===== config.mk =====
export PLATFORM = sky130hd
export DESIGN_NAME = usart_command_handler_flat
export DESIGN_NICKNAME = d
export VERILOG_FILES = /design/src/rtl/usart_cmd_pkg.sv /design/src/rtl/usart_command_handler_if.sv /design/src/rtl/usart_reg_bank.sv /design/src/rtl/usart_command_handler.sv /design/src/flat_wrapper.sv
export SDC_FILE = /design/constraint.sdc
export NUM_CORES = 1
export LEC_CHECK = 0
export CAP_MARGIN = 0
export CORE_ASPECT_RATIO = 0.9
export CORE_MARGIN = 2
export CORE_UTILIZATION = 25
export DETAILED_ROUTE_END_ITERATION = 10
export HOLD_SLACK_MARGIN = 0.08
export PLACE_DENSITY = 0.46
export SLEW_MARGIN = 10
export SYNTH_ARGS = -nofsm -noshare
export SYNTH_HDL_FRONTEND = slang
export SYNTH_HIERARCHICAL = 1
export SYNTH_SLANG_ARGS = --single-unit

===== constraint.sdc =====
create_clock -name clk -period 3.7 [get_ports clk]
set_input_delay 0.555 -clock clk [delete_from_list [all_inputs] [get_ports clk]]
set_output_delay 0.555 -clock clk [all_outputs]
set_load 0.02 [all_outputs]

===== src/rtl/usart_cmd_pkg.sv =====
// Shared command/status encodings, device ID and FSM state type
// for the USART command handler and its register bank.
package usart_cmd_pkg;

  localparam logic [4:0] CMD_WRITE = 5'h01;
  localparam logic [4:0] CMD_READ  = 5'h02;
  localparam logic [4:0] CMD_PING  = 5'h03;

  localparam logic [2:0] ST_OK       = 3'b000;
  localparam logic [2:0] ST_BAD_CMD  = 3'b001;
  localparam logic [2:0] ST_BAD_ADDR = 3'b010;
  localparam logic [2:0] ST_RO       = 3'b011;

  localparam logic [31:0] ID_VALUE = 32'h5DAC_0001;

  typedef enum logic [1:0] {
    IDLE,
    EXEC,
    SEND
  } state_t;

endpackage


===== src/rtl/usart_command_handler_if.sv =====
// Packet/response handshake between the USART manager (master) and the
// command handler (slave).
interface usart_cmd_if #(
  parameter int MSG_LENGTH    = 48,
  parameter int DATA_LENGTH   = 32,
  parameter int ADDRWIDTH     = 8,
  parameter int COMMAND_WIDTH = 5
);

  logic                     packet_received;
  logic [COMMAND_WIDTH-1:0] command;
  logic [ADDRWIDTH-1:0]     reg_addr;
  logic [DATA_LENGTH-1:0]   rx_data;
  logic                     send_data;
  logic [MSG_LENGTH-1:0]    tx_data;
  logic                     data_sent;

  modport master (
    output packet_received, command, reg_addr, rx_data, data_sent,
    input  send_data, tx_data
  );

  modport slave (
    input  packet_received, command, reg_addr, rx_data, data_sent,
    output send_data, tx_data
  );

endinterface


===== src/rtl/usart_reg_bank.sv =====
// Register bank: entry 0 is the constant device ID, entries 1..NUM_REGS-1
// are writable flops with a combinational read port and flattened view.
module usart_reg_bank
  import usart_cmd_pkg::*;
#(
  parameter int DATA_LENGTH = 32,
  parameter int NUM_REGS    = 16,
  parameter int IDX_W       = (NUM_REGS > 1) ? $clog2(NUM_REGS) : 1
) (
  input  logic                            clk,
  input  logic                            reset,
  input  logic                            wr_en,
  input  logic [IDX_W-1:0]                wr_idx,
  input  logic [DATA_LENGTH-1:0]          wr_data,
  input  logic [IDX_W-1:0]                rd_idx,
  output logic [DATA_LENGTH-1:0]          rd_data,
  output logic [NUM_REGS*DATA_LENGTH-1:0] reg_bank
);

  logic [DATA_LENGTH-1:0] regs [NUM_REGS-1:1];

  // Entry 0 has no storage, so writes aimed at index 0 simply match nothing.
  always_ff @(posedge clk) begin
    if (reset) begin
      for (int i = 1; i < NUM_REGS; i++) begin
        regs[i] <= '0;
      end
    end else begin
      for (int i = 1; i < NUM_REGS; i++) begin
        if (wr_en && wr_idx == IDX_W'(i)) begin
          regs[i] <= wr_data;
        end
      end
    end
  end

  always_comb begin
    rd_data  = DATA_LENGTH'(ID_VALUE);
    reg_bank = '0;
    reg_bank[DATA_LENGTH-1:0] = DATA_LENGTH'(ID_VALUE);
    for (int i = 1; i < NUM_REGS; i++) begin
      reg_bank[i*DATA_LENGTH +: DATA_LENGTH] = regs[i];
      if (rd_idx == IDX_W'(i)) begin
        rd_data = regs[i];
      end
    end
  end

endmodule


===== src/rtl/usart_command_handler.sv =====
// Decodes USART packets (write/read/ping) against a register bank and
// holds a response message until the manager reports it transmitted.
module usart_command_handler
  import usart_cmd_pkg::*;
#(
  parameter int MSG_LENGTH    = 48,
  parameter int DATA_LENGTH   = 32,
  parameter int ADDRWIDTH     = 8,
  parameter int COMMAND_WIDTH = 5,
  parameter int NUM_REGS      = 16
) (
  input  logic                            clk,
  input  logic                            reset,
  usart_cmd_if.slave                      bus,
  output logic [NUM_REGS*DATA_LENGTH-1:0] reg_bank,
  output logic                            reg_wr_strobe,
  output logic                            busy,
  output logic [7:0]                      drop_count
);

  localparam int IDX_W = (NUM_REGS > 1) ? $clog2(NUM_REGS) : 1;

  state_t                   state;
  logic [COMMAND_WIDTH-1:0] cmd_q;
  logic [ADDRWIDTH-1:0]     addr_q;
  logic [DATA_LENGTH-1:0]   data_q;
  logic [DATA_LENGTH-1:0]   rd_data;
  logic [DATA_LENGTH-1:0]   resp_data;
  logic [2:0]               status;
  logic                     wr_en;
  logic                     addr_ok;

  usart_reg_bank #(
    .DATA_LENGTH(DATA_LENGTH),
    .NUM_REGS   (NUM_REGS),
    .IDX_W      (IDX_W)
  ) u_bank (
    .clk     (clk),
    .reset   (reset),
    .wr_en   (wr_en),
    .wr_idx  (addr_q[IDX_W-1:0]),
    .wr_data (data_q),
    .rd_idx  (addr_q[IDX_W-1:0]),
    .rd_data (rd_data),
    .reg_bank(reg_bank)
  );

  assign busy    = (state != IDLE);
  assign addr_ok = (32'(addr_q) < NUM_REGS);

  // Decode of the latched packet; only acted on while in EXEC.
  always_comb begin
    status    = ST_OK;
    resp_data = '0;
    wr_en     = 1'b0;
    case (cmd_q)
      CMD_WRITE: begin
        if (!addr_ok) begin
          status = ST_BAD_ADDR;
        end else if (addr_q == '0) begin
          status = ST_RO;
        end else begin
          resp_data = data_q;
          wr_en     = (state == EXEC);
        end
      end
      CMD_READ: begin
        if (!addr_ok) status = ST_BAD_ADDR;
        else          resp_data = rd_data;
      end
      CMD_PING: resp_data = data_q;
      default:  status = ST_BAD_CMD;
    endcase
  end

  always_ff @(posedge clk) begin
    if (reset) begin
      state         <= IDLE;
      cmd_q         <= '0;
      addr_q        <= '0;
      data_q        <= '0;
      bus.send_data <= 1'b0;
      bus.tx_data   <= '0;
      reg_wr_strobe <= 1'b0;
      drop_count    <= 8'd0;
    end else begin
      reg_wr_strobe <= 1'b0;
      if (bus.packet_received && state != IDLE && drop_count != 8'hFF) begin
        drop_count <= drop_count + 8'd1;
      end
      case (state)
        IDLE: begin
          if (bus.packet_received) begin
            cmd_q  <= bus.command;
            addr_q <= bus.reg_addr;
            data_q <= bus.rx_data;
            state  <= EXEC;
          end
        end
        EXEC: begin
          bus.tx_data   <= MSG_LENGTH'({cmd_q, status, addr_q, resp_data});
          bus.send_data <= 1'b1;
          reg_wr_strobe <= wr_en;
          state         <= SEND;
        end
        SEND: begin
          if (bus.data_sent) begin
            bus.send_data <= 1'b0;
            state         <= IDLE;
          end
        end
        default: state <= IDLE;
      endcase
    end
  end

endmodule


===== src/flat_wrapper.sv =====
// flat-port wrapper written by rule: the top's interface ports become plain ports
module usart_command_handler_flat import usart_cmd_pkg::*;
#(
  parameter int MSG_LENGTH    = 48,
  parameter int DATA_LENGTH   = 32,
  parameter int ADDRWIDTH     = 8,
  parameter int COMMAND_WIDTH = 5,
  parameter int NUM_REGS      = 16
)
  (clk, reset, reg_bank, reg_wr_strobe, busy, drop_count, bus_packet_received, bus_command, bus_reg_addr, bus_rx_data, bus_data_sent, bus_send_data, bus_tx_data);
  usart_cmd_if #(.MSG_LENGTH(MSG_LENGTH), .DATA_LENGTH(DATA_LENGTH), .ADDRWIDTH(ADDRWIDTH), .COMMAND_WIDTH(COMMAND_WIDTH)) bus_i ();
  input  logic clk;
  input  logic reset;
  output logic [NUM_REGS*DATA_LENGTH-1:0] reg_bank;
  output logic reg_wr_strobe;
  output logic busy;
  output logic [7:0] drop_count;
  input wire logic [$bits(bus_i.packet_received)-1:0] bus_packet_received;
  input wire logic [$bits(bus_i.command)-1:0] bus_command;
  input wire logic [$bits(bus_i.reg_addr)-1:0] bus_reg_addr;
  input wire logic [$bits(bus_i.rx_data)-1:0] bus_rx_data;
  input wire logic [$bits(bus_i.data_sent)-1:0] bus_data_sent;
  output wire logic [$bits(bus_i.send_data)-1:0] bus_send_data;
  output wire logic [$bits(bus_i.tx_data)-1:0] bus_tx_data;
  assign bus_i.packet_received = bus_packet_received;
  assign bus_i.command = bus_command;
  assign bus_i.reg_addr = bus_reg_addr;
  assign bus_i.rx_data = bus_rx_data;
  assign bus_i.data_sent = bus_data_sent;
  assign bus_send_data = bus_i.send_data;
  assign bus_tx_data = bus_i.tx_data;
  usart_command_handler #(.MSG_LENGTH(MSG_LENGTH), .DATA_LENGTH(DATA_LENGTH), .ADDRWIDTH(ADDRWIDTH), .COMMAND_WIDTH(COMMAND_WIDTH), .NUM_REGS(NUM_REGS)) u_core (.clk(clk), .reset(reset), .bus(bus_i), .reg_bank(reg_bank), .reg_wr_strobe(reg_wr_strobe), .busy(busy), .drop_count(drop_count));
endmodule

==> results.yml <==
critical_path:
  cpMostUsedCell: "buf_4"
  worstSetupStartpointType: "register"
  cpLargestDelayFamily: "simple AND/OR/NAND/NOR gates"
  cp-end-kind: "register"
  path_cells: "nand2b_1 > or4_1 > nor3_1 > buf_4 > nor2b_1 > nand2_1 > nor2_4 > buf_4 > and2_1"
  arrival_ps: 3920
  required_ps: 4190
  cp_slowest_cell: "nor3_1"
  cp_num_buf_inv: 2
  path_class: "reg2reg"
  cp_slowest_stage_delay_ps: 610
  crit_fanout: 25
clocking:
  cts-root-buf: "clkbuf_16"
  cts_tree: "yes"
  path_clk_slew_ps: 70
  cts_buffers: 71
  hold_buffers: 0
  insertion_delay_ps: 630
  clockBufferDepth: 3
  cts_resized: 0
  clock_sinks: 584
  htreeDepth: 3
  postCtsSetupRepairBufs: 0
die:
  initial_core_util_pct: 25.3
  dieWidth_um: 352
  fp.coreArea_um2: 108000
  rows: 114
  dieArea_um2: 112000
  die_h_um: 317
  io_pins: 620
routing:
  ant_nets: 0
  drt-total-wl_um: 148000
  vias: 22500
  vias_per_cell: 5.11
  avgRoutedWirePerCell_um: 33.5
  drt_iter0_markers: 2464
  drc: 0
  dr.pass1.iters: 6
sta:
  hold_viol: 0
  maxClockFrequency_mhz: 292
  max_slew.worst_pin.slew_ps: 1070
  fin_crit_sh_pct: 92.7
  hold_ws_ps: 412
  period_needed_ps: 3430
  fin_setup_tns_ps: 0
  fin_skew_ps: 21.2
  relSlewSlack_pct: 28.0
  finalMaxSlewViolations: 0
  rsz0062_at_grt: "no"
  finalSetupViolations: 0
worst_hold_path:
  hold_path.class: "in2reg"
global_route:
  grt_use_met3_pct: 7.49
  grt_max_degree: 55
  met1_usage_pct: 30.2
  overflow: 0
  grt_pass1_wl_um: 195000
  grt_pass1_vias: 22500
  busiest_layer: "met2"
  globalRouteMet2Util_pct: 43.5
  track_usage_pct: 25.4
  antenna_found_initial: 7
job:
  drv_cap: 0
synthesis:
  syn_area_per_cell_um2: 11.8
  ys_top_cells_by_count: "and2_1 (484), edfxtp_1 (480), nand2_1 (197)"
  yosysMostFrequentCell: "and2_1"
  yosys.area_share.xor_xnor_pct: 0.0643
  synth_ff_type: "edfxtp_1"
  synthAdderAreaFrac_pct: 0.0459
  synth-compound-area-share_pct: 13.1
  synth_top_family_by_area: "simple AND/OR/NAND/NOR gates"
  synth-simple-area-share_pct: 17.8
  synth_seq_cells: 584
  synth_enable_flop_cells: 480
  synth_top_area_share_pct: 52.9
  async_flop_share_pct: 0
  syn_inst: 2310
  yosys-top-cells-area: "edfxtp_1 (53%), and2_1 (11%), dfxtp_1 (7.6%)"
  synth_top_area_cell: "edfxtp_1"
  yosysUniqueCellTypes: 81
  yosysWarnings: 6
  ys_seq_area_share_pct: 60.5
  netlist_area_um2: 27300
  muxShareOfSynthArea_pct: 3.60
placed_design:
  place_area_um2: 35400
  routabilityCongestion: 0.916
  portBuffers: 586
  hpwl_um: 107000
  dp.cells: 4274
final_layout:
  fin_area_um2: 37900
  drive_gt1_share_pct: 13.0
  instances_no_fill: 4404
  area_growth_pct: 38.9
  fin_util_pct: 35.1
  nNetsFinal: 2947
pwr:
  leakage_nw: 13.2
  ir_worst_vdd_uv: 342
  power_density_nw_per_um2: 456
run_status:
  status: "finished clean"
## where the power goes
| group | internal [mW] | switching, mW | total (mW) |
|---|---|---|---|
| logic | 0.712 | 1.28 | 2.00 |
| clock network | 4.60 | 2.95 | 7.55 |
| registers | 7.32 | 0.382 | 7.70 |
## through the flow
stage | power [mW] | worst slack [ps]
2_1_floorplan | 8.63 | 62.2
4_1_cts | 17.3 | 242
3_3_place_gp | 9.81 | 240
5_1_grt | 17.7 | 42.9
3_5_place_dp | 9.81 | 254
6_report | 17.2 | 272
## placed cells by master, fill, tap and decap left out, types with 33 or more instances in the layout
cell type and n:
nor2_1 63, and2_1 483, o22ai_1 48, conb_1 33
o21ai_0 40, edfxtp_1 480, mux2i_1 61, a21oi_1 150
buf_4 107, dfxtp_1 99, nand2_1 195, nor3_1 37
clkbuf_16 75, clkdlybuf4s50_1 585
## sequential cells by signal, summed over array words and instances, names as in the netlist
register              flops
u_core/cmd_q              5
u_core/bus.tx_data       47
u_core/reg_wr_strobe      1
u_core/u_bank/regs      480
u_core/drop_count         8
u_core/bus.send_data      1
u_core/addr_q             8
u_core/data_q            32
u_core/state              2
## kinds of logic (layout without fill, tap and decap cells)
| family | after synthesis | after routing |
|---|---|---|
| compound gates | 502 | 502 |
| fa+ha+maj | 1 | 1 |
| flops | 584 | 584 |
| buf+inv | 244 | 855 |
| mux | 88 | 88 |
| other cells | 3 | 36 |
| simple gates | 886 | 886 |
| xor+xnor | 2 | 2 |
## path summary, 6_finish.rpt
kind / start / end / slack, ps / cells after the start
setup / recovery: u_core/state[1]$_SDFFE_PP0P_ / u_core/u_bank/regs[0][223]$_SDFFCE_PN0P_ / 270 / 9
setup reg to reg: u_core/state[1]$_SDFFE_PP0P_ / u_core/u_bank/regs[0][223]$_SDFFCE_PN0P_ / 270 / 9
hold / removal: reset / u_core/cmd_q[4]$_SDFFE_PP0P_ / 410 / 2
hold reg to reg: u_core/bus.tx_data[36]$_SDFFE_PP0N_ / u_core/bus.tx_data[36]$_SDFFE_PP0N_ / 460 / 2
## per-layer routing
| metal | up-vias | routed length (um) | part of all wire (%) |
|---|---|---|---|
| met5 | - | 13 | 0.0088 |
| met4 | 2 | 5640 | 3.8 |
| met3 | 255 | 14600 | 9.9 |
| met2 | 1332 | 71600 | 49 |
| met1 | 11400 | 55700 | 38 |
| li1 | 9489 | - | - |
## layout make-up
type	count	area, um^2
diodes	3	7.51
clock buffers	100	2070
clock inverters	27	409
fillers	10600	70000
inverters	12	45.0
multi-input cells	1512	9870
flip-flops and latches	584	16500
well taps	1450	1810
repair buffers	716	7140
No activity file was read; power rests on OpenSTA's default activity.
